File: src/rtl/fetch_sequencer.sv
// ---------------------------------------------------------------------------
// fetch_sequencer
//
// Purpose:
//   This block is the instruction-fetch front end of the pipeline. It holds
//   the fetch PC and decides each cycle where the next fetch goes: either
//   sequentially to PC+4, or to a branch or jump target supplied by ID. It
//   also drives the IF/ID load enable and the IF/ID bubble (flush), and it
//   keeps two saturating event counters and a sticky misalignment flag.
//
// Parameters:
//   RESET_PC        PC value loaded on reset.
//
// Ports:
//   clk             single clock; all state updates on its rising edge
//   rst             synchronous, active-high reset
//   stall           load-use stall from the hazard unit; holds the PC and IF/ID
//   and_z_b         a branch is taken in ID
//   branch_adder    branch target computed in ID
//   Jmp             jump select: 00 none, 01 immediate, 10 register, 11 none
//   jmp_addr        26-bit immediate jump field from ID
//   address_on_reg  JR/JALR target register value from ID
//   id_pc4          PC+4 of the instruction currently in ID
//   out_pc          registered fetch address to instruction memory
//   pc2id           out_pc+4, forwarded to IF/ID
//   ifid_write      IF/ID load enable
//   ifid_flush      insert a bubble into IF/ID at this edge
//   state           FSM state: 00 BOOT, 01 RUN, 10 STALL, 11 REDIRECT
//   stall_count     saturating count of stalled cycles
//   redirect_count  saturating count of taken redirects
//   misalign        sticky flag: a register jump had nonzero target bits [1:0]
// ---------------------------------------------------------------------------
module fetch_sequencer #(
  parameter logic [31:0] RESET_PC = 32'h0000_0000
) (
  input  logic        clk,
  input  logic        rst,
  input  logic        stall,
  input  logic        and_z_b,
  input  logic [31:0] branch_adder,
  input  logic [1:0]  Jmp,
  input  logic [25:0] jmp_addr,
  input  logic [31:0] address_on_reg,
  input  logic [31:0] id_pc4,
  output logic [31:0] out_pc,
  output logic [31:0] pc2id,
  output logic        ifid_write,
  output logic        ifid_flush,
  output logic [1:0]  state,
  output logic [15:0] stall_count,
  output logic [15:0] redirect_count,
  output logic        misalign
);

  typedef enum logic [1:0] {
    BOOT     = 2'b00,
    RUN      = 2'b01,
    STALL    = 2'b10,
    REDIRECT = 2'b11
  } state_t;

  localparam logic [1:0]  JMP_IMM = 2'b01;
  localparam logic [1:0]  JMP_REG = 2'b10;
  localparam logic [15:0] CNT_MAX = 16'hFFFF;

  state_t      r_state;
  state_t      w_next_state;
  logic [31:0] r_out_pc;
  logic [31:0] w_next_pc;
  logic [15:0] r_stall_count;
  logic [15:0] r_redirect_count;
  logic        r_misalign;

  logic [31:0] w_pc_plus4;
  logic        w_jmp_imm;
  logic        w_jmp_reg;
  logic        w_redirect;
  logic [31:0] w_target;
  logic        w_stall_inc;
  logic        w_redirect_inc;
  logic        w_set_misalign;

  // Sequential fetch address; the 32-bit add wraps naturally at the top of
  // the address space.
  assign w_pc_plus4 = r_out_pc + 32'd4;
  assign pc2id      = w_pc_plus4;

  // Jmp==11 is decoded as "no jump", so only the two explicit encodings
  // count as jumps and a branch is only considered when neither is present.
  assign w_jmp_imm  = (Jmp == JMP_IMM);
  assign w_jmp_reg  = (Jmp == JMP_REG);
  assign w_redirect = w_jmp_imm | w_jmp_reg | (~w_jmp_imm & ~w_jmp_reg & and_z_b);

  // Target priority: immediate jump, then register jump (word-aligned by
  // dropping the low two bits), then branch, then fall-through.
  always_comb begin
    w_target = w_pc_plus4;
    if (w_jmp_imm) begin
      w_target = {id_pc4[31:28], jmp_addr, 2'b00};
    end else if (w_jmp_reg) begin
      w_target = {address_on_reg[31:2], 2'b00};
    end else if (and_z_b) begin
      w_target = branch_adder;
    end
  end

  // Next-state and IF/ID control. A stall always wins over a redirect, so a
  // held cycle never flushes. The REDIRECT state exists because ID carries
  // the bubble inserted by the previous flush, so anything ID presents as a
  // branch or jump in that cycle is stale and must not redirect again.
  // Reset forces the IF/ID controls to "flush, no write" for as long as it
  // is held, independent of the state decode.
  always_comb begin
    w_next_state   = r_state;
    w_next_pc      = r_out_pc;
    ifid_write     = 1'b0;
    ifid_flush     = 1'b0;
    w_stall_inc    = 1'b0;
    w_redirect_inc = 1'b0;
    w_set_misalign = 1'b0;

    case (r_state)
      BOOT: begin
        ifid_flush   = 1'b1;
        w_next_state = RUN;
      end

      RUN, STALL: begin
        if (stall) begin
          w_stall_inc  = 1'b1;
          w_next_state = STALL;
        end else if (w_redirect) begin
          w_next_pc      = w_target;
          ifid_write     = 1'b1;
          ifid_flush     = 1'b1;
          w_redirect_inc = 1'b1;
          w_set_misalign = w_jmp_reg & (address_on_reg[1:0] != 2'b00);
          w_next_state   = REDIRECT;
        end else begin
          w_next_pc    = w_pc_plus4;
          ifid_write   = 1'b1;
          w_next_state = RUN;
        end
      end

      REDIRECT: begin
        if (stall) begin
          w_stall_inc  = 1'b1;
          w_next_state = STALL;
        end else begin
          w_next_pc    = w_pc_plus4;
          ifid_write   = 1'b1;
          w_next_state = RUN;
        end
      end

      default: begin
        w_next_state = BOOT;
      end
    endcase

    if (rst) begin
      ifid_write = 1'b0;
      ifid_flush = 1'b1;
    end
  end

  // State and PC registers. Reset takes precedence over every other input
  // and over whatever state the FSM was in.
  always_ff @(posedge clk) begin
    if (rst) begin
      r_state  <= BOOT;
      r_out_pc <= RESET_PC;
    end else begin
      r_state  <= w_next_state;
      r_out_pc <= w_next_pc;
    end
  end

  // Event counters saturate at all-ones so a long run never wraps back to a
  // small, misleading value.
  always_ff @(posedge clk) begin
    if (rst) begin
      r_stall_count    <= 16'h0000;
      r_redirect_count <= 16'h0000;
    end else begin
      if (w_stall_inc && (r_stall_count != CNT_MAX)) begin
        r_stall_count <= r_stall_count + 16'd1;
      end
      if (w_redirect_inc && (r_redirect_count != CNT_MAX)) begin
        r_redirect_count <= r_redirect_count + 16'd1;
      end
    end
  end

  // Misalignment is sticky: once a register jump with nonzero low target
  // bits is taken, the flag stays set until the next reset.
  always_ff @(posedge clk) begin
    if (rst) begin
      r_misalign <= 1'b0;
    end else if (w_set_misalign) begin
      r_misalign <= 1'b1;
    end
  end

  assign out_pc         = r_out_pc;
  assign state          = r_state;
  assign stall_count    = r_stall_count;
  assign redirect_count = r_redirect_count;
  assign misalign       = r_misalign;

endmodule

File: config.mk
export PLATFORM = sky130hd
export DESIGN_NAME = fetch_sequencer
export DESIGN_NICKNAME = d
export VERILOG_FILES = /design/src/rtl/fetch_sequencer.sv
export SDC_FILE = /design/constraint.sdc
export NUM_CORES = 1
export LEC_CHECK = 0
export ABC_AREA = 1
export CELL_PAD_IN_SITES_DETAIL_PLACEMENT = 0
export CELL_PAD_IN_SITES_GLOBAL_PLACEMENT = 1
export CORE_ASPECT_RATIO = 0.5
export CORE_MARGIN = 1.5
export CORE_UTILIZATION = 27
export CTS_CLUSTER_SIZE = 24
export DETAILED_ROUTE_END_ITERATION = 16
export PLACE_DENSITY = 0.86
export SKIP_LAST_GASP = 1
export SLEW_MARGIN = 10
export SYNTH_ARGS = -nofsm -noshare
export SYNTH_HDL_FRONTEND = slang
export SYNTH_SLANG_ARGS = --single-unit
File: constraint.sdc
create_clock -name clk -period 2 [get_ports clk]
set_input_delay 0.4 -clock clk [delete_from_list [all_inputs] [get_ports clk]]
set_output_delay 0.4 -clock clk [all_outputs]
set_load 0.005 [all_outputs]
==> impl_results.md, run 1 <==
* Max-Cap Viols at 0
* Crit path max fanout at 3
* Critical Path RT at 1.60 ns
* Worst hold start: redirect_count[4]
* Status: complete, but fails checks
* Largest cells by area after synthesis: dfxtp_1, nand2_1, a21oi_1, nand3_1, nor2_1
* Layout cells sized above 1 at between 30% and 40%
* Total global-route track usage at between 20% and 30%
* Starting DRC count in detailed routing at ~280
* Drt pass-1 iters at 5
* Final Wtd Congestion at approximately 0.86
* Final Max Tran Viols at 0
* Post-Syn Nets at between 800 and 900
* Post-CTS Hold Buffers at 0
* Fin Clk Skew at around 0.0052 ns
* Initial Utilization at 28.00%
* IO Count at ~230
* Placeable Area at 0.01660 sq mm
* Arrival time of the worst setup path at ~1.9 ns
* H-Tree Depth at 3
* Most common cell in the netlist: nand2_1
* Initial antenna violation count at 0
* Share of synthesized registers carrying an async set or reset at 0%
* Violated checks: setup timing
* Std cell rows at 33
* Grt ovf at 0
* Power Total at 5268 uW
* Yosys reg bits at 67
* Sequential fraction of the synthesis area at between 20% and 30%
* PortBufs at 200
* Slew headroom at approximately 67%
* Pwr per Cell Area at between 500 and 600 mW/mm^2
* Crit path to: pc2id[17]
* Root Buffer: clkbuf_16
* Layout area overhead at 94.00%
* Final setup margin at -0.2847 ns
* Overall die area at 0.01805 sq mm
* CTS tree: yes
* Clock latency on the worst-skew pair at between 0.3 and 0.4 ns
* Reg2reg setup slack at -0.05 ns
* Avg WL per Cell at around 15 um
* RSZ-0062 raised after global routing: yes
* Largest net degree at the start of global routing at 46
* Avg Synthesized Cell Area at ~6.4 sq um
* Max Fclk at about 440 MHz
* Leakage power at 0.003917 uW
* TritonCTS buffer count at 9
* CP Capture Type: primary output
* DP HPWL at 14500 um
* Final Hold Fails at 0
* Chip height at ~96 um
* Post-synth top area share at 28.86%
* Final net count at ~1200
* Detail Route Antenna Nets at 0
* Critical path class: register to primary output
* Die width at about 190 um
* EDFF count, synth at 0
* Final setup viols at 26
* Area of all placed cells without fillers at 0.009015 sq mm
* VDD IR max at ~0.43 mV
* Distinct cells, synth at 43
* Dominant synthesized flop cell: dfxtp_1
* Number of global-route vias before repair at about 5900
* Clk buf depth at 2
* Worst R2R Start: out_pc[3]
* First-pass GRT wire length at just under 30000 um
* Final wirelength at 19440 um
* # clock sinks at 67
* Fin crit period at roughly 2.3 ns
* Vias per cell at ~4.7
* Antenna cells at 0
* Ys Warns at 0
* Critical path launch point type: register
* Biggest area consumer among synthesized cells: dfxtp_1
* FF-to-FF path depth at 18
* Slew @ Worst Pin at between 0.5 and 0.6 ns
* Vias at a little over 6000
* Placed cell area at slightly below 0.008 sq mm
* Worst hold path type: register to register
* DRC viols at 0
* R2R Path End: out_pc[21]
* Clock Pin Slew Worst Setup and Hold Paths at approximately 0.06 ns
* Mapped cell area at roughly 0.0046 sq mm
* Final worst path period share at 114.2%
* Critical path origin: out_pc[3]
* Cells after Synth at 722
* Synth cell count leaders: nand2_1, nor2_1, inv_1, dfxtp_1, a21oi_1
==> metrics by stage <==
| step | instances | utilization (%) | hold slack [ns] | setup TNS, ns | setup WS [ns] |
|---|---|---|---|---|---|
| 6_report | 1318 | 54.31 | 0.4575 | -4.500 | -0.2847 |
| 3_5_place_dp | 1249 | 47.35 | 0.4522 | -21.65 | -0.5922 |
| 3_3_place_gp | 1249 | 47.35 | 0.4473 | -20.68 | -0.5718 |
| 2_1_floorplan | 722 | - | 0.4501 | 0 | 0.1363 |
| 4_1_cts | 1308 | 52.47 | 0.4626 | -5.059 | -0.3578 |
| 5_1_grt | 1318 | 54.31 | 0.4832 | -7.357 | -0.3685 |
==> power breakdown <==
group          leakage [uW]  internal, uW  total, uW  switching, uW
clock network      0.000153          1090       1720            621
logic               0.00321          1110       1980            868
registers          0.000553          1460       1580            119
==> worst min-delay path by stage <==
| stage | to | slack, ns | depth (start not counted) |
|---|---|---|---|
| detailed placement | redirect_count[4] | 0.45 | 2 |
| finish | redirect_count[4] | 0.46 | 2 |
| global placement | redirect_count[4] | 0.45 | 2 |
| CTS | redirect_count[4] | 0.46 | 2 |
| floorplan | redirect_count[4] | 0.45 | 2 |
| global route | redirect_count[4] | 0.48 | 2 |
==> cells in the final DEF (no fill, tap or decap), drive strengths merged, types with 3 or more instances in the layout <==
master         netlist  final
nor2                91     91
a22o                 3      3
o21a                 5      5
nand3               57     57
buf                 11    208
or2                  3      3
xnor2                8      8
dfxtp               67     67
a21oi               59     59
nor3                20     20
nand2              189    189
o21ai               49     49
nand4               10     10
a221oi              16     16
inv                 72     72
clkinv               2      5
clkdlybuf4s50        0    167
nor3b                3      3
dlygate4sd2          0      7
ha                   7      7
clkbuf              20     10
xor2                18     18
o31a                 3      3
==> per-layer routing <==
metal / vias to the layer above / wire, um / global-route usage, %
li1: 3103 / - / -
met1: 2987 / 8648 / 25.52
met2: 128 / 9812 / 37.04
met3: 19 / 633 / 3.208
met4: 0 / 343 / 5.159
met5: - / 0 / 0
==> sequential cells by signal, summed over array words and instances, names as in the netlist <==
register        count
stall_count        16
state               2
misalign            1
out_pc             32
redirect_count     16
==> logic make-up after synthesis <==
family,synth area share [%]
simple gates,37.05
xor+xnor,5.385
buf+inv,8.966
fa+ha+maj,1.885
compound gates,17.85
flops,28.86
==> layout make-up <==
class	count	area, sq um
inverters	74	282.8
fillers	1537	7584
clock inverters	6	90.09
multi-input cells	550	3326
well taps	227	284.0
repair buffers	384	3430
clock buffers	10	229.0
flip-flops and latches	67	1374
==> worst max-delay path, stage by stage (launching register included) <==
cell and delay (ns):
dfxtp_4 0.36, buf_6 0.10, nand2_2 0.07, nor2_2 0.11, nand2_2 0.11, buf_6 0.14
nor2_4 0.14, buf_6 0.14, buf_12 0.10, xor2_4 0.13, buf_2 0.14
==> repair_timing <==
item / in CTS / in global routing
buffers inserted: 43 / 17
endpoints found under the setup margin: 40 / 45
pin swaps: 48 / 51
endpoints found under the hold margin: 0 / 0
resized for setup: 194 / 59
(Power assumes the default switching activity.)
==> run 2, diff against run 1 <==
--- a/config.mk
+++ b/config.mk
@@ -5,15 +5,14 @@
 export SDC_FILE = /design/constraint.sdc
 export NUM_CORES = 1
 export LEC_CHECK = 0
-export ABC_AREA = 1
 export CELL_PAD_IN_SITES_DETAIL_PLACEMENT = 0
 export CELL_PAD_IN_SITES_GLOBAL_PLACEMENT = 1
 export CORE_ASPECT_RATIO = 0.5
 export CORE_MARGIN = 1.5
-export CORE_UTILIZATION = 27
+export CORE_UTILIZATION = 29
 export CTS_CLUSTER_SIZE = 24
 export DETAILED_ROUTE_END_ITERATION = 16
-export PLACE_DENSITY = 0.86
+export PLACE_DENSITY = 0.87
 export SKIP_LAST_GASP = 1
 export SLEW_MARGIN = 10
 export SYNTH_ARGS = -nofsm -noshare
==> run 2 against run 1 <==
The run still ends with setup timing left. Global-route usage rose by 4.6 points. Cell area is 5.6% higher. First-iteration DRC count grew to 2.8 times the previous value. Cell count fell by 5.4%. Critical endpoint is now out_pc[18].
==> impl_results.md, run 2 <==
* Status: complete, but fails checks
* Violated checks: setup timing
* Non-filler cells, final at 1247
* Total global-route track usage at around a quarter
* Cells after Synth at 644
* Post-synth top area share at approximately 28%
* Hold Path Stages at 2
* Most frequent cells in the layout: buf_4, clkdlybuf4s50_1, nor2_1, dfxtp_1, nand2_1
* Largest net degree at the start of global routing at 28
* Vias at between 6000 and 7000
* Vias per cell at about 5.6
* Root Buffer: clkbuf_16
* Max reg flops at 32
* Initial Utilization at a little under 30%
* Net Sw Frac at 29.34%
* Placed Cells at 1179
* Max-Cap Viols at 0
* Mapped cell area at between 0.004 and 0.005 sq mm
* Top Metal Used: met5
* PortBufs at 200
* DP HPWL at approximately 16000 um
* First-pass GRT wire length at about 34000 um
* Final setup margin at -0.4032 ns
* Arrival time of the worst setup path at between 2 and 3 ns
* Post-Syn Nets at slightly below 800
* Placeable Area at between 0.015 and 0.02 sq mm
* Sequential fraction of the synthesis area at around 28%
* Die width at between 150 and 200 um
* Initial antenna violation count at 1
* Antenna cells at 0
* # fillers at between 1000 and 1500
* # clock sinks at 67
* Chip height at ~94 um
* Final Wtd Congestion at 0.9258
* Share of synthesized registers carrying an async set or reset at 0%
* Critical Path RT at 2.27 ns
* Final wirelength at 23780 um
* R2R Path End: out_pc[18]
* Clock power frac at a little under 40%
* Avg Synthesized Cell Area at about 7.5 sq um
* Most common cell in the netlist: dfxtp_1
* RSZ-0062 raised after global routing: yes
* Final worst path period share at 120.2%
* Critical path class: register to register
* Metal2 WL at 11110 um
* Grt ovf at 0
* Power Total at just under 5000 uW
* Leakage power at roughly 0.0038 uW
* IO Count at about 230
* Overall die area at roughly 0.017 sq mm
* Std cell rows at 33
* Pint at about 3500 uW
* Fin crit period at around 2.4 ns
* Number of global-route vias before repair at ~6400
* Reg2reg setup slack at -0.40 ns
* Switching power at about 1500 uW
* FF-to-FF path depth at 12
* Largest cells by area after synthesis: dfxtp_1, xnor2_1, nor2_1, nand2_1, o21ai_0
* VDD IR max at approximately 0.53 mV
* Pwr per Cell Area at between 500 and 600 mW/mm^2
* Dominant synthesized flop cell: dfxtp_1
* Max Fclk at 416.1 MHz
* Met3 WL at around 2000 um
* Drt pass-1 iters at 5
* CP Capture Type: register
* Final Hold Fails at 0
* Layout cells sized above 1 at 34.12%
* Yosys reg bits at 67
* Avg WL per Cell at ~19 um
* Worst hold path type: register to register
* Slew headroom at roughly 62%
* Distinct cells, synth at 70
* Wl on met1 at 9720 um
* Starting DRC count in detailed routing at around 770
* Clk buf depth at 2
* Crit path max fanout at 4
* H-Tree Depth at 3
* DRC viols at 0
* Comb pwr share at 31.3%
* Commonest non-fill, non-tap cell in the layout: buf_4
* Detail Route Antenna Nets at 0
* EDFF count, synth at 0
* Worst hold start: misalign
* Fin Clk Skew at roughly 0.01 ns
* Layout area overhead at 97.10%
* Post-CTS Hold Buffers at 0
* Ys Warns at 0
* CTS tree: yes
* Clock Pin Slew Worst Setup and Hold Paths at roughly 0.06 ns
* Worst R2R Start: out_pc[11]
* Reg power frac at between 20% and 30%
* Biggest area consumer among synthesized cells: dfxtp_1
* TritonCTS buffer count at 9
* Clock latency on the worst-skew pair at about 0.33 ns
* Final setup viols at 29
* Final net count at about 1200
* Final Max Tran Viols at 0
* Synth cell count leaders: dfxtp_1, nor2_1, nand2_1, o21ai_0, clkbuf_1
* Slew @ Worst Pin at approximately 0.57 ns
* Hold Path Sink: misalign
* Critical path launch point type: register
## run 2: cell types whose count changed after synthesis, moves of 17 or more
cell	before	now
nand3_1	56	30
a22oi_1	0	19
xnor2_1	5	34
clkbuf_1	20	37
a21oi_1	59	31
nand2_1	180	54
inv_1	69	18
## run 2: power by group through the flow
stage / registers (uW) / logic (uW) / clock network (uW)
floorplan: 1500 / 508 / 0
global placement: 1480 / 1410 / 0
detailed placement: 1490 / 1420 / 0
CTS: 1470 / 1450 / 1940
global route: 1480 / 1630 / 1990
finish: 1480 / 1550 / 1920
## run 2: how the worst max path moves through the flow
| stage | start | endpoint | depth (start not counted) |
|---|---|---|---|
| floorplan | out_pc[17] | pc2id[27] | 6 |
| global placement | Jmp[0] | ifid_flush | 7 |
| detailed placement | Jmp[0] | ifid_flush | 7 |
| CTS | out_pc[24] | pc2id[30] | 6 |
| global route | out_pc[11] | out_pc[18] | 12 |
| finish | out_pc[11] | out_pc[18] | 12 |
## run 2: routing by layer
layer  vias up  global-route usage [%]
met4         2                   10.30
met5         -                       0
met3        94                   6.279
met1      3326                   31.31
li1       3141                       -
met2       381                   41.01
## run 2: kinds of logic (layout without fill, tap and decap cells)
family | count (synthesis) | count (layout) | synth area share (%)
and+or+nand+nor | 269 | 270 | 29.46
AOI/OAI and AO/OA | 175 | 175 | 24.83
buffers and inverters | 70 | 445 | 5.727
DFF | 67 | 67 | 27.78
xor gates and xnor gates | 49 | 49 | 8.888
adders and majority gates | 7 | 7 | 1.814
muxes | 7 | 7 | 1.503
## run 2: area by class of cell
class,count,area [sq um],area share (%)
Tap cell,227,284.0,2.984
Inverter,18,67.56,0.7100
Clock buffer,11,242.7,2.551
Clock inverter,5,107.6,1.131
Timing Repair Buffer,411,3710,38.98
Multi-Input combinational cell,508,3722,39.11
Sequential cell,67,1383,14.53
## run 2: stage by stage
step	setup slack, ns	util, %	hold WS (ns)	TNS (ns)	cell area [sq um]
6_report	-0.4032	58.35	0.4809	-6.545	9517
5_1_grt	-0.4895	58.35	0.5065	-8.746	9517
4_1_cts	-0.3790	56.74	0.4858	-6.116	9254
3_5_place_dp	-0.6264	50.16	0.4687	-27.36	8180
3_3_place_gp	-0.6390	50.16	0.4572	-25.81	8180
2_1_floorplan	0.008281	-	0.4633	0	4836
## run 2: worst max-delay path, stage by stage (launching register included)
cell and delay, ns:
dfxtp_4 0.36, nand4_4 0.16, buf_4 0.19, nor4_4 0.30, nand3_2 0.12, buf_4 0.15
buf_6 0.10, buf_6 0.10, buf_4 0.12, buf_4 0.12, buf_4 0.13, o31ai_1 0.29
a32o_1 0.20
## run 2: timing repair
action,in CTS,in global routing
pin swaps,46,53
setup buffers,49,22
gates cloned,1,1
endpoints found under the setup margin,69,45
resized for setup,186,70
